### src/rtl/rv_operand_stage.sv
// rv_operand_stage: decode and operand-fetch stage that feeds a single-cycle ALU.
// It decodes the RV32I OP / OP-IMM arithmetic-logic subset and reads the
// integrated register file. When the instruction needs an immediate, that value
// replaces the rs2 operand. The stage then registers an
// {alu_control, operand1, operand2, rd} bundle behind a valid/ready handshake.
//
// Ports:
//   clk, reset            rising-edge clock, asynchronous active-high reset
//   in_valid / in_ready   instruction handshake (in_ready is combinational)
//   instr                 32-bit instruction word
//   wb_en/wb_addr/wb_data writeback port from later stages (x0 writes dropped)
//   out_valid / out_ready output bundle handshake
//   alu_control           0 AND, 1 OR, 2 ADD, 3 SUB
//   operand1, operand2    rs1 value; rs2 value or sign-extended I-immediate
//   rd_addr, rd_we        destination register and write-back flag
//   illegal               instruction outside the supported subset
module rv_operand_stage #(
  parameter int unsigned XLEN  = 32,
  parameter int unsigned NREGS = 32
) (
  input  logic            clk,
  input  logic            reset,
  input  logic            in_valid,
  output logic            in_ready,
  input  logic [31:0]     instr,
  input  logic            wb_en,
  input  logic [4:0]      wb_addr,
  input  logic [XLEN-1:0] wb_data,
  output logic            out_valid,
  input  logic            out_ready,
  output logic [3:0]      alu_control,
  output logic [XLEN-1:0] operand1,
  output logic [XLEN-1:0] operand2,
  output logic [4:0]      rd_addr,
  output logic            rd_we,
  output logic            illegal
);

  localparam logic [6:0] OpcOp    = 7'b0110011;
  localparam logic [6:0] OpcOpImm = 7'b0010011;
  localparam logic [6:0] F7Base   = 7'b0000000;
  localparam logic [6:0] F7Alt    = 7'b0100000;
  localparam logic [2:0] F3AddSub = 3'b000;
  localparam logic [2:0] F3Or     = 3'b110;
  localparam logic [2:0] F3And    = 3'b111;

  localparam logic [3:0] AluAnd = 4'd0;
  localparam logic [3:0] AluOr  = 4'd1;
  localparam logic [3:0] AluAdd = 4'd2;
  localparam logic [3:0] AluSub = 4'd3;

  // Instruction fields
  logic [6:0]      opcode;
  logic [6:0]      funct7;
  logic [2:0]      funct3;
  logic [4:0]      rs1_addr;
  logic [4:0]      rs2_addr;
  logic [XLEN-1:0] imm_i;

  assign opcode   = instr[6:0];
  assign funct3   = instr[14:12];
  assign funct7   = instr[31:25];
  assign rs1_addr = instr[19:15];
  assign rs2_addr = instr[24:20];
  assign imm_i    = {{(XLEN-12){instr[31]}}, instr[31:20]};

  // Register file
  logic [XLEN-1:0] regs_q [NREGS];
  logic            wr_en;

  assign wr_en = wb_en && (wb_addr != 5'd0);

  always_ff @(posedge clk or posedge reset) begin
    if (reset) begin
      for (int unsigned i = 0; i < NREGS; i++) begin
        regs_q[i] <= '0;
      end
    end else if (wr_en) begin
      regs_q[wb_addr] <= wb_data;
    end
  end

  // Read ports. A write landing this cycle is forwarded so the bundle never
  // captures the stale array value; wr_en already excludes x0.
  logic [XLEN-1:0] rs1_val;
  logic [XLEN-1:0] rs2_val;

  always_comb begin
    rs1_val = '0;
    if (rs1_addr != 5'd0) begin
      rs1_val = (wr_en && (wb_addr == rs1_addr)) ? wb_data : regs_q[rs1_addr];
    end
  end

  always_comb begin
    rs2_val = '0;
    if (rs2_addr != 5'd0) begin
      rs2_val = (wr_en && (wb_addr == rs2_addr)) ? wb_data : regs_q[rs2_addr];
    end
  end

  // Decode
  logic [3:0]      dec_ctl;
  logic            dec_ill;
  logic            dec_use_imm;
  logic [XLEN-1:0] dec_op1;
  logic [XLEN-1:0] dec_op2;
  logic            dec_we;

  always_comb begin
    dec_ctl     = AluAdd;
    dec_ill     = 1'b1;
    dec_use_imm = 1'b0;
    case (opcode)
      OpcOp: begin
        dec_ill = 1'b0;
        case ({funct7, funct3})
          {F7Base, F3AddSub}: dec_ctl = AluAdd;
          {F7Alt, F3AddSub}:  dec_ctl = AluSub;
          {F7Base, F3And}:    dec_ctl = AluAnd;
          {F7Base, F3Or}:     dec_ctl = AluOr;
          default:            dec_ill = 1'b1;
        endcase
      end
      OpcOpImm: begin
        dec_ill     = 1'b0;
        dec_use_imm = 1'b1;
        case (funct3)
          F3AddSub: dec_ctl = AluAdd;
          F3And:    dec_ctl = AluAnd;
          F3Or:     dec_ctl = AluOr;
          default:  dec_ill = 1'b1;
        endcase
      end
      default: dec_ill = 1'b1;
    endcase

    // Illegal bundles still flow downstream, as an inert ADD of zeros.
    dec_op1 = '0;
    dec_op2 = '0;
    dec_we  = 1'b0;
    if (dec_ill) begin
      dec_ctl = AluAdd;
    end else begin
      dec_op1 = rs1_val;
      dec_op2 = dec_use_imm ? imm_i : rs2_val;
      dec_we  = 1'b1;
    end
  end

  // Output register and handshake
  logic            out_valid_q;
  logic [3:0]      alu_control_q;
  logic [XLEN-1:0] operand1_q;
  logic [XLEN-1:0] operand2_q;
  logic [4:0]      rd_addr_q;
  logic            rd_we_q;
  logic            illegal_q;
  logic            xfer;

  assign in_ready = !out_valid_q || out_ready;
  assign xfer     = in_valid && in_ready;

  always_ff @(posedge clk or posedge reset) begin
    if (reset) begin
      out_valid_q   <= 1'b0;
      alu_control_q <= 4'd0;
      operand1_q    <= '0;
      operand2_q    <= '0;
      rd_addr_q     <= 5'd0;
      rd_we_q       <= 1'b0;
      illegal_q     <= 1'b0;
    end else if (xfer) begin
      out_valid_q   <= 1'b1;
      alu_control_q <= dec_ctl;
      operand1_q    <= dec_op1;
      operand2_q    <= dec_op2;
      rd_addr_q     <= instr[11:7];
      rd_we_q       <= dec_we;
      illegal_q     <= dec_ill;
    end else if (out_ready) begin
      out_valid_q <= 1'b0;
    end
  end

  assign out_valid   = out_valid_q;
  assign alu_control = alu_control_q;
  assign operand1    = operand1_q;
  assign operand2    = operand2_q;
  assign rd_addr     = rd_addr_q;
  assign rd_we       = rd_we_q;
  assign illegal     = illegal_q;

endmodule

### config.mk
export PLATFORM = sky130hd
export DESIGN_NAME = rv_operand_stage
export DESIGN_NICKNAME = d
export VERILOG_FILES = /design/src/rtl/rv_operand_stage.sv
export SDC_FILE = /design/constraint.sdc
export NUM_CORES = 2
export LEC_CHECK = 0
export ABC_CLOCK_PERIOD_IN_PS = 102600
export BUFFER_PORTS_ARGS = -buffer_cell sky130_fd_sc_hd__clkbuf_2
export CAP_MARGIN = 20
export CORE_MARGIN = 3
export CORE_UTILIZATION = 40
export CTS_BUF_LIST = sky130_fd_sc_hd__clkbuf_4 sky130_fd_sc_hd__clkbuf_8 sky130_fd_sc_hd__clkbuf_16
export CTS_CLUSTER_SIZE = 20
export DETAILED_ROUTE_END_ITERATION = 10
export PLACE_DENSITY = 0.55
export SLEW_MARGIN = 20
export SYNTH_ARGS = -nofsm -noshare
export SYNTH_HDL_FRONTEND = slang
export SYNTH_SLANG_ARGS = --single-unit
### constraint.sdc
create_clock -name clk -period 102.6 [get_ports clk]
set_input_delay 5.13 -clock clk [delete_from_list [all_inputs] [get_ports clk]]
set_output_delay 5.13 -clock clk [all_outputs]
set_load 0.02 [all_outputs]
==> impl_metrics.yaml <==
synth:
  ys.flop_type: "dfrtp_1"
  synth.yosys.seq_area_share_pct: 47.1
  synth_seq_cells: 1098
  netlist_instances: 3921
  ys_async_sr_fraction_pct: 100
  synth_area_mm2: 0.0583
  synth_area_leaders: "dfrtp_1, mux2_2, mux4_2, mux2i_1, clkbuf_1"
  synth_edf_count: 0
  synth_top_cell_area_share_pct: 47.1
  ys_warn_count: 0
  ys_types: 67
  yosysTopAreaCell: "dfrtp_1"
  syn_avg_cell_area_um2: 14.9
placement:
  dp_hpwl_um: 104000
  portBuffers: 148
  placed_cells: 5596
  gp_congestion: 0.768
detailed_routing:
  ant_nets: 0
  via_per_inst: 6.43
  drc_errors: 0
  detail_route.wl_per_cell_um: 33.9
  drt_iter0_markers: 3360
  routed-via-count: 37433
  highest_layer: "met5"
  routed-wl-met2_um: 91900
  wl_met3_um: 12700
  first_pass_iters: 7
  drt_wl_total_um: 198000
  wl_met1_um: 87200
clock_tree:
  clock_path_buffers: 3
  cts_root_buffer: "clkbuf_16"
  cts-buffers-inserted: 132
  clk_pin_slew_worst_paths_ps: 50
  cts_resized: 0
  htreeDepth: 4
  cts_tree: "built"
  holdBufCountCts: 0
  clock_latency_ps: 750
  clkSinkCount: 1098
  cts_setup_buffers: 0
pwr:
  switchingPower_mw: 0.338
  seq_power_share_pct: 44.2
  power.share.clock_pct: 37.2
  swShare_pct: 26.5
  vdd_drop_max_mv: 0.0178
  leakage_nw: 28.0
  pwr_density_cell_mw_per_mm2: 19.7
  comb_power_share_pct: 18.6
  internal_power_mw: 0.939
sta:
  setup_viol: 0
  fmax_mhz: 92.8
  skew_ps: 20.7
  relSlewSlack_pct: 23.3
  rsz0062_at_grt: "false"
  maxSlewViolCount: 0
  worst_pin_slew_ps: 1150
  period_share_pct: 10.5
  hold_violations: 0
  final.setup.tns_ps: 0
  period_needed_ps: 10770
  whs_ps: 397
floorplanning:
  die_w_um: 388
  die_h_um: 388
  die-area_mm2: 0.150
  row_count: 139
  core-area_mm2: 0.144
  start_util_pct: 40.4
  io_pins: 151
final_layout:
  stdcell_count: 5823
  nNetsFinal: 3901
  nFillCells: 12855
  drive_gt1_share_pct: 52.2
  area_growth_pct: 11.0
global_route:
  overflow: 0
  grt_pass1_wl_um: 286000
  grt_max_degree: 157
  grt.total_usage_pct: 26.2
  antenna_found_initial: 6
  grt_pass1_vias: 38304
flow_run:
  cap_violations: 0
critical_path:
  cpPeakStageDelay_ps: 220
  crit_fanout: 5
  crit_path_end_kind: "primary output"
  worstPathRequired_ps: 97470
  crit_type: "in2out"
  critPathLaunchType: "primary input"
  path_common_cell: "clkbuf_2"
  cpMaxStageDelayCell: "nand2b_1"
  path_cells: "clkbuf_2 -> nand2b_1 -> clkbuf_2"
  worst_ep_arrival_time_ps: 5640
worst_hold_path:
  min_path_type: "reg2reg"
run_status:
  status: "completed"
[worst max-delay path: cells and delay by family]
kind,cells,cell delay [ps]
buf+inv,2,290
simple gates,1,220
[cells in the mapped netlist, drive strengths merged, types with 2 or more instances]
library cell	n
o221a	7
or3	8
mux2	1036
a21oi	70
nor4	5
o21bai	7
and2	34
a31oi	7
a41oi	21
o221ai	29
o211ai	37
mux4	489
o21ai	34
a222oi	7
clkbuf	248
o22ai	45
buf	208
mux2i	176
nand2b	4
o311a	7
o31ai	27
xnor2	8
a21o	6
nand3b	7
nand4	33
nor2b	11
dfrtp	1098
a22oi	10
a2bb2oi	2
a22o	2
a211o	10
inv	5
nor4b	2
nor2	62
a211oi	22
or2	5
xor2	2
nor3b	3
a221oi	12
nand2	76
o311ai	7
nand3	18
nor3	4
[through the flow]
stage               setup slack, ps  utilization [%]  instance area, µm²  power (mW)
floorplan                     66560                -               58300       0.748
global placement              91840             41.8               60300       0.800
detailed placement            91820             41.8               60300       0.808
CTS                           91830             44.9               64700        1.28
global route                  91780             44.9               64700        1.33
finish                        91830             44.9               64700        1.28
[power groups by stage]
stage | Clock (mW) | Combinational, mW | Sequential, mW
CTS | 0.483 | 0.239 | 0.562
floorplan | 0 | 0.193 | 0.555
global route | 0.500 | 0.256 | 0.575
global placement | 0 | 0.234 | 0.566
finish | 0.475 | 0.238 | 0.564
detailed placement | 0 | 0.238 | 0.570
[placed cells by master, fill, tap and decap left out, types with 10 or more instances in the layout]
| master | Yosys | final |
|---|---|---|
| dfrtp_1 | 1098 | 1098 |
| mux2_2 | 1030 | 1030 |
| mux4_2 | 489 | 489 |
| mux2i_1 | 176 | 176 |
| clkbuf_2 | 5 | 139 |
| clkbuf_16 | 0 | 135 |
| buf_4 | 45 | 77 |
| a21oi_1 | 70 | 70 |
| nand2_1 | 76 | 60 |
| nor2_1 | 62 | 50 |
| o22ai_1 | 45 | 45 |
| clkbuf_4 | 0 | 35 |
| and2_1 | 34 | 34 |
| nand4_1 | 33 | 33 |
| o221ai_1 | 29 | 29 |
| clkbuf_8 | 0 | 29 |
| o211ai_1 | 27 | 27 |
| o31ai_1 | 27 | 27 |
| o21ai_0 | 26 | 26 |
| a211oi_1 | 21 | 21 |
| a41oi_1 | 21 | 21 |
| nand3_1 | 17 | 17 |
| clkinv_2 | 0 | 17 |
| nand2_4 | 0 | 16 |
| nor2_4 | 0 | 12 |
| a221oi_1 | 12 | 12 |
| o211ai_2 | 10 | 10 |
| a211o_1 | 10 | 10 |
| a22oi_1 | 10 | 10 |
[state kept, by name, summed over array words and instances, names as in the netlist]
signal,flops
regs_q,1024
operand1,32
operand2,32
rd_addr,5
alu_control,2
illegal,1
out_valid,1
rd_we,1
[layer usage]
| layer | up-vias | track usage, % |
|---|---|---|
| met5 | - | 0 |
| met4 | 2 | 7.76 |
| met3 | 323 | 4.68 |
| met2 | 1356 | 41.0 |
| met1 | 20736 | 37.5 |
| li1 | 15016 | - |
[cells by family after synthesis]
| kind of cell | count (synthesis) | share of synthesized area, % |
|---|---|---|
| muxes | 1701 | 41.9 |
| AOI/OAI and AO/OA | 374 | 4.76 |
| xor gates and xnor gates | 10 | 0.150 |
| and+or+nand+nor | 276 | 2.43 |
| DFF | 1098 | 47.1 |
| other | 1 | 0.00643 |
| buffers and inverters | 461 | 3.59 |
[path summary, 6_finish.rpt]
path	startpoint	end	slack, ps	depth (start not counted)
setup / recovery	out_ready	in_ready	91830	3
hold / removal	regs_q[1021]	regs_q[1021]	400	0
setup reg to reg	out_valid	operand2[25]	99330	9
hold reg to reg	regs_q[1021]	regs_q[1021]	400	0
max in group asynchronous	reset	regs_q[868]	94780	5
min in group asynchronous	reset	regs_q[588]	4580	2
[area by class of cell]
| class | instances | area, µm² | area share [%] |
|---|---|---|---|
| Clock inverter | 27 | 310 | 0.480 |
| Inverter | 5 | 28.8 | 0.0445 |
| Timing Repair Buffer | 227 | 1450 | 2.25 |
| Antenna cell | 2 | 5.00 | 0.00774 |
| Tap cell | 1903 | 2380 | 3.68 |
| Multi-Input combinational cell | 2363 | 29000 | 44.8 |
| Clock buffer | 198 | 4030 | 6.23 |
| Sequential cell | 1098 | 27500 | 42.5 |
(Power assumes the default switching activity.)
